$ cat src/rtl/enc_code_fifo_pkg.sv
// Shared constants and types for the encoder code FIFO.
// The optional duplicate-suppression feature is enabled by ENC_CODE_FIFO_DEDUP_EN.
package enc_code_fifo_pkg;

  localparam int CODE_W_DEF = 3;
  localparam int DEPTH_DEF  = 4;

  typedef logic [CODE_W_DEF-1:0]         code_t;
  typedef logic [$clog2(DEPTH_DEF)-1:0]  ptr_t;
  typedef logic [$clog2(DEPTH_DEF):0]    cnt_t;

endpackage

$ cat src/rtl/enc_code_fifo_ram.sv
// DEPTH x CODE_W register array: one synchronous write port and one
// asynchronous (show-ahead) read port. Cleared on reset so the head value
// reads 0 after any reset, including one asserted mid-operation.
module enc_code_fifo_ram
  import enc_code_fifo_pkg::*;
#(
  parameter int DEPTH  = DEPTH_DEF,
  parameter int CODE_W = CODE_W_DEF
) (
  input  logic                     clk,
  input  logic                     rst,
  input  logic                     we,
  input  logic [$clog2(DEPTH)-1:0] waddr,
  input  logic [CODE_W-1:0]        wdata,
  input  logic [$clog2(DEPTH)-1:0] raddr,
  output logic [CODE_W-1:0]        rdata
);

  logic [CODE_W-1:0] mem_q [DEPTH];
  logic [CODE_W-1:0] mem_d [DEPTH];

  // Next array contents: only the addressed word changes on a write.
  always_comb begin
    for (int i = 0; i < DEPTH; i++) begin
      mem_d[i] = mem_q[i];
    end
    if (we) begin
      mem_d[waddr] = wdata;
    end
  end

  // Storage flops with asynchronous clear.
  always_ff @(posedge clk or posedge rst) begin
    if (rst) begin
      for (int i = 0; i < DEPTH; i++) begin
        mem_q[i] <= '0;
      end
    end else begin
      for (int i = 0; i < DEPTH; i++) begin
        mem_q[i] <= mem_d[i];
      end
    end
  end

  assign rdata = mem_q[raddr];

endmodule

$ cat src/rtl/enc_code_fifo.sv
// Buffers priority-encoder codes in a small first-word-fall-through FIFO.
// Optional feature macro: ENC_CODE_FIFO_DEDUP_EN (suppresses a push whose
// code repeats the request of the immediately preceding cycle).
//
// Handshake: an entry transfers at a rising edge exactly when out_valid and
// out_ready are both high; out_valid never depends on out_ready, and out_code
// is stable while out_valid is high and no transfer occurs.
module enc_code_fifo
  import enc_code_fifo_pkg::*;
#(
  parameter int DEPTH  = DEPTH_DEF,
  parameter int CODE_W = CODE_W_DEF
) (
  input  logic                   clk,
  input  logic                   rst,
  input  logic                   en,
  input  logic [CODE_W-1:0]      in_code,
  input  logic                   in_valid,
  output logic [CODE_W-1:0]      out_code,
  output logic                   out_valid,
  input  logic                   out_ready,
  output logic [$clog2(DEPTH):0] count,
  output logic                   full,
  output logic                   empty,
  output logic                   overflow,
  input  logic                   ovf_clr
);

  localparam int PTR_W = $clog2(DEPTH);
  localparam int CNT_W = PTR_W + 1;
  localparam logic [CNT_W-1:0] FULL_CNT = CNT_W'(DEPTH);

  logic [PTR_W-1:0] wr_ptr_q, wr_ptr_d;
  logic [PTR_W-1:0] rd_ptr_q, rd_ptr_d;
  logic [CNT_W-1:0] count_q,  count_d;
  logic             ovf_q,    ovf_d;

  logic push_req;
  logic pop;
  logic push_acc;
  logic push_rej;

`ifdef ENC_CODE_FIFO_DEDUP_EN
  logic [CODE_W-1:0] last_code_q, last_code_d;
  logic              last_req_q,  last_req_d;
  logic              raw_req;

  // Suppress a request that repeats the previous cycle's request and code.
  always_comb begin
    raw_req     = en & in_valid;
    push_req    = raw_req & ~(last_req_q & (last_code_q == in_code));
    last_req_d  = raw_req;
    last_code_d = in_code;
  end
`else
  // Every enabled, valid encoder cycle requests a push.
  always_comb begin
    push_req = en & in_valid;
  end
`endif

  // Flags come straight from the registered occupancy.
  assign full      = (count_q == FULL_CNT);
  assign empty     = (count_q == '0);
  assign out_valid = ~empty;
  assign count     = count_q;
  assign overflow  = ovf_q;

  // Push/pop decisions and next pointer, count and overflow state.
  always_comb begin
    pop      = out_valid & out_ready;
    push_acc = push_req & (~full | pop);
    push_rej = push_req & full & ~pop;

    wr_ptr_d = wr_ptr_q;
    rd_ptr_d = rd_ptr_q;
    count_d  = count_q;
    ovf_d    = ovf_q;

    if (push_acc) begin
      wr_ptr_d = wr_ptr_q + PTR_W'(1);
    end
    if (pop) begin
      rd_ptr_d = rd_ptr_q + PTR_W'(1);
    end
    case ({push_acc, pop})
      2'b10:   count_d = count_q + CNT_W'(1);
      2'b01:   count_d = count_q - CNT_W'(1);
      default: count_d = count_q;
    endcase

    // A rejected push in the same cycle as a clear leaves the flag set.
    if (push_rej) begin
      ovf_d = 1'b1;
    end else if (ovf_clr) begin
      ovf_d = 1'b0;
    end
  end

  // Control state registers.
  always_ff @(posedge clk or posedge rst) begin
    if (rst) begin
      wr_ptr_q <= '0;
      rd_ptr_q <= '0;
      count_q  <= '0;
      ovf_q    <= 1'b0;
`ifdef ENC_CODE_FIFO_DEDUP_EN
      last_code_q <= '0;
      last_req_q  <= 1'b0;
`endif
    end else begin
      wr_ptr_q <= wr_ptr_d;
      rd_ptr_q <= rd_ptr_d;
      count_q  <= count_d;
      ovf_q    <= ovf_d;
`ifdef ENC_CODE_FIFO_DEDUP_EN
      last_code_q <= last_code_d;
      last_req_q  <= last_req_d;
`endif
    end
  end

  enc_code_fifo_ram #(
    .DEPTH  (DEPTH),
    .CODE_W (CODE_W)
  ) u_ram (
    .clk   (clk),
    .rst   (rst),
    .we    (push_acc),
    .waddr (wr_ptr_q),
    .wdata (in_code),
    .raddr (rd_ptr_q),
    .rdata (out_code)
  );

endmodule

$ cat config.mk
export PLATFORM = sky130hd
export DESIGN_NAME = enc_code_fifo
export DESIGN_NICKNAME = d
export VERILOG_FILES = /design/src/rtl/enc_code_fifo_pkg.sv /design/src/rtl/enc_code_fifo_ram.sv /design/src/rtl/enc_code_fifo.sv
export SDC_FILE = /design/constraint.sdc
export NUM_CORES = 1
export LEC_CHECK = 0
export ABC_AREA = 0
export CAP_MARGIN = 20
export CORE_ASPECT_RATIO = 0.75
export CORE_MARGIN = 2
export CORE_UTILIZATION = 50
export DETAILED_ROUTE_END_ITERATION = 16
export GPL_ROUTABILITY_DRIVEN = 0
export PLACE_DENSITY_LB_ADDON = 0.3
export REMOVE_ABC_BUFFERS = 1
export SYNTH_ARGS = -nofsm -noshare
export SYNTH_HDL_FRONTEND = slang
export SYNTH_SLANG_ARGS = --single-unit
$ cat constraint.sdc
create_clock -name clk -period 2.6 [get_ports clk]
set_input_delay 0.26 -clock clk [delete_from_list [all_inputs] [get_ports clk]]
set_output_delay 0.26 -clock clk [all_outputs]
set_load 0.1 [all_outputs]
Word level (Yosys, flattened, before mapping)

Index checks and enable logic that the tools add are counted.

Bits in latches: 0
Memory bits (writable): 0
Bits in read-only memories: 0
Register bits: 20
Word-level logic and storage cells: 42
Memories: 0
Output and inout port bits: 10

Reduce and logical (&&, ||, !) cells: 4
$add $sub $neg: 4
Shift operators: 0
Divide/modulo/power cells: 0
Bitwise logic cells: 11
Multipliers: 0
Equality and inequality tests: 3
$lt $le $gt $ge: 3
Multiplexer cells: 9

Operator list:

| cell                | number |
|---|---|
| $bwmux 12           | 1 |
| $mux 3              | 3 |
| $bmux 3 s2          | 1 |
| $demux 3 s2         | 1 |
| $ge 3x3->1 const B  | 2 |
| $not 2->3           | 2 |
| $pmux 3 s2          | 1 |
| $and 1x1->1         | 5 |
| $add 2x1->2 const B | 2 |
| $reduce_bool 2->1   | 2 |
| $add 3x1->3 const B | 1 |
| $eq 3x3->1 const B  | 1 |
| $logic_not 3->1     | 1 |
| $lt 3x1->1 const B  | 1 |
| $not 1->1           | 3 |
| $sub 3x1->3 const B | 1 |
| $eq 2x1->1 const B  | 1 |
| $eq 2x2->1 const B  | 1 |
| $mux 1              | 2 |
| $logic_and 1x1->1   | 1 |
| $or 1x1->1          | 1 |

Logic depth before layout (Yosys ltp)

Depth after elaboration: 7
Mapped depth: 9
Gate-level depth less buffers: 9

Cells and area by module

From an unflattened synthesis, not the netlist that was laid out.

Cell total of the unflattened synthesis: 68
Area, all modules: 952.2 um^2

By module, submodules not included:

| module            | area each (um^2) | instances | cells an instance |
|---|---|---|---|
| enc_code_fifo_ram | 549.3            | 1         | 32 |
| enc_code_fifo     | 402.9            | 1         | 36 |

Worst setup path after synthesis

Ideal clock, no wire load.

Path type: flip-flop to output port
Start: reg count_q[0] (netlist: count[0])
End: out empty
Buffers on the path: 0
Slack: -48 ps
Stages on the path, launching flop included: 3
Arrival time: 2388 ps
Path through: dfrtp_1 or3_2 inv_1

Longest elaborated chain between the ends: 1

Ends and longest elaborated chain:

| item                     | RTL line             | RTL |
|---|---|---|
| start: declaration       | enc_code_fifo.sv:35  | `logic [CNT_W-1:0] count_q, count_d;` |
| start signal: assignment | enc_code_fifo.sv:114 | `count_q <= count_d;` |
| $logic_not 3->1          | enc_code_fifo.sv:64  | `assign empty = (count_q == '0);` |
| end: declaration         | enc_code_fifo.sv:24  | `output logic empty,` |

Every way passes these cells.

Worst setup path in the final report

Start: reg count_q[1] (netlist: count[1])
End: reg count_q[2] (netlist: count[2])

Longest elaborated chain between the ends: 7
Elaborated cells between the ends (all ways): 13
Those cells by class: 2 x add/sub; 3 x eq/ne; 1 x mux; 5 x bitwise; 2 x reduce/logical

Ends and longest elaborated chain:

| item                                            | RTL line            | RTL |
|---|---|---|
| $logic_not 3->1                                 | enc_code_fifo.sv:64 |  |
| $not 1->1                                       | enc_code_fifo.sv:65 | `assign out_valid = ~empty;` |
| $and 1x1->1                                     | enc_code_fifo.sv:71 | `pop = out_valid & out_ready;` |
| $or 1x1->1                                      | enc_code_fifo.sv:72 | `push_acc = push_req & (~full \| pop);` |
| $and 1x1->1                                     | enc_code_fifo.sv:72 |  |
| $eq 2x1->1 or $eq 2x2->1 (tied branches)        | enc_code_fifo.sv:86 | `case ({push_acc, pop})` |
| $pmux 3 s2 or $reduce_bool 2->1 (tied branches) | -                   |  |

Parallel ways exist; a longest one is shown, timed or not.
A chain may end at the register's enable or synchronous reset.

==> flow_summary.toml <==
[outcome]
status = "finished clean"

[clock_network]
cts.htree.levels = 1
postCtsSetupRepairBufs = 0
hold_buffers = 0
clk-insertion-delay-late_ps = 310
cts_buffer_depth = 2
root_buffer = "clkbuf_4"
cts_tree = "done"
clock-sinks = 20
clkTransAtPathRegs_ps = 130
numCtsBuffers = 3
postCtsResizedCells = 0

[yosys]
ys.flop_type = "dfrtp_1"
ys_seq_area_share_pct = 50.1
post_synth.cell_area_avg_um2 = 13.9
synth.distinct_cells = 17
syn-cell-area_um2 = 998
synth_cells = 72
synth_most_common_cell = "dfrtp_1"
synth_common_cells = "dfrtp_1 (20), mux2_2 (13), inv_1 (9)"
synth_edf_count = 0
synth_area_leaders = "dfrtp_1 (50%), mux2_2 (15%), mux4_2 (6.8%), ha_1 (6.3%), inv_1 (3.4%)"
yosysWarnings = 0
synth_top_area_share_pct = 50.1
ys_async_sr_fraction_pct = 100
yosys.area.top_type = "dfrtp_1"
synth.ff_latch_count = 20

[timing]
worst_clock_skew_ps = 17.3
setup_viol = 0
rsz0062_at_grt = "no"
whs_ps = 376
finalCritPeriodShare_pct = 83.6
setup_tns_ps = 0
period_minus_slack_ps = 2170
hold_viol_final = 0
max_freq_mhz = 460
max-slew-margin-rel_pct = 48.3
tightest_slew_ps = 775
drv_slew = 0

[grt]
grt_max_degree = 21
grt_pass1_wl_um = 3080
grt_antenna_before_repair = 0
grtUsageTotal_pct = 17.6
gr-total-overflow = 0
grt_pass1_vias = 637

[setup_path]
crit_path_end_kind = "flip-flop"
worstPathCellList = "nor4b_4 -> nor2_1 -> inv_1 -> ha_1 -> inv_1 -> fa_1 -> xor2_1 -> nor2_1 -> xor2_1"
cp.arrival_ps = 2420
cp-startpoint = "count[1]"
crit_type = "reg2reg"
cp_slowest_cell = "dfrtp_1"
worstPathMaxFanout = 5
cpPeakStageDelay_ps = 460
worstReg2RegStart = "count[1]"
cp.required_ps = 2850
cp-start-kind = "flip-flop"

[routing]
first_iter_violations = 8
route.met2.wl_um = 797
drt_wl_total_um = 1740
wl_met3_um = 104
ant_nets = 0
remaining_drc_errors = 0
dr.pass1.iters = 2
wl_per_cell_um = 15.0
via_count = 621
met1_length_um = 824
viasPerCell = 5.35
dr.max_layer_used = "met4"

[cells_and_area]
utilization_pct = 68.3
diodes = 0
regArea_um2 = 500
syn_to_final_growth_pct = 23.6
design_area_mm2 = 0.00123
multi_input_area_um2 = 464
drive_gt1_share_pct = 35.1
fill_cells = 134
nNetsFinal = 110

[floorplan]
row_count = 13
fp.dieArea_mm2 = 0.00237
die_w_um = 55.6
ioPinCount = 19
coreArea_mm2 = 0.00181
start_util_pct = 55.3
dieHeight_um = 42.7

[place]
place_hpwl_um = 1300
place_area_mm2 = 0.00118
port_buffers = 18

[job]
maxCapViolCount = 0

[hold_path]
hold_class = "in2async"
[kinds of logic after synthesis]
group,synth area share [%]
mux,22.4
compound gates,1.88
xor+xnor,5.26
simple gates,8.65
buf+inv,3.38
fa+ha+maj,8.27
flops,50.1
[through the flow]
| stage | worst slack, ps | std cells |
|---|---|---|
| 2_1_floorplan | -47.7 | 72 |
| 3_3_place_gp | 254 | 112 |
| 3_5_place_dp | 179 | 112 |
| 4_1_cts | 411 | 116 |
| 5_1_grt | 248 | 116 |
| 6_report | 428 | 116 |
[final cells by class]
| cell class | instances | area share, % |
|---|---|---|
| clock buffers | 3 | 1.83 |
| multi-input cells | 43 | 37.6 |
| well taps | 22 | 2.23 |
| inverters | 9 | 2.74 |
| clock inverters | 1 | 2.43 |
| repair buffers | 18 | 12.6 |
| flip-flops and latches | 20 | 40.6 |
[critical path: cells and delay by family, from the launching register on]
family,cells,cell delay [ps]
xor gates and xnor gates,2,300
buffers and inverters,2,150
DFF,1,460
and+or+nand+nor,3,660
adders and majority gates,2,550
[registers in the layout (all words and copies together), names as in the netlist]
register / count
rd_ptr_q: 2
count: 3
wr_ptr_q: 2
u_ram.mem_q: 12
overflow: 1
[routing by layer]
layer	up-vias	track usage, %
met1	308	24.3
met3	2	8.23
met2	16	25.0
li1	295	-
met4	0	4.39
met5	-	0
[final timing paths]
kind	to	slack (ps)	depth (start not counted)
worst max-delay path	count[2]	430	9
worst min-delay path	u_ram.mem_q[7]	380	2
worst max register to register	count[2]	430	9
worst min register to register	u_ram.mem_q[2]	510	1
max in group asynchronous	wr_ptr_q[1]	1720	2
min in group clk	u_ram.mem_q[2]	510	1
[placed cells by master, fill, tap and decap left out, drive strengths merged]
| cell | n |
|---|---|
| nor3b | 4 |
| clkdlybuf4s50 | 8 |
| ha | 5 |
| o31a | 1 |
| or3 | 1 |
| nand2 | 2 |
| and3 | 1 |
| clkbuf | 3 |
| mux4 | 3 |
| fa | 1 |
| xor2 | 3 |
| inv | 9 |
| xnor2 | 3 |
| mux2 | 13 |
| nor4b | 1 |
| buf | 10 |
| mux2i | 1 |
| nor2 | 3 |
| dfrtp | 20 |
| a22o | 1 |
| bufinv | 1 |
Power is not shown: default switching activity piles up to over one toggle a cycle in this logic, so the estimate is an artifact.
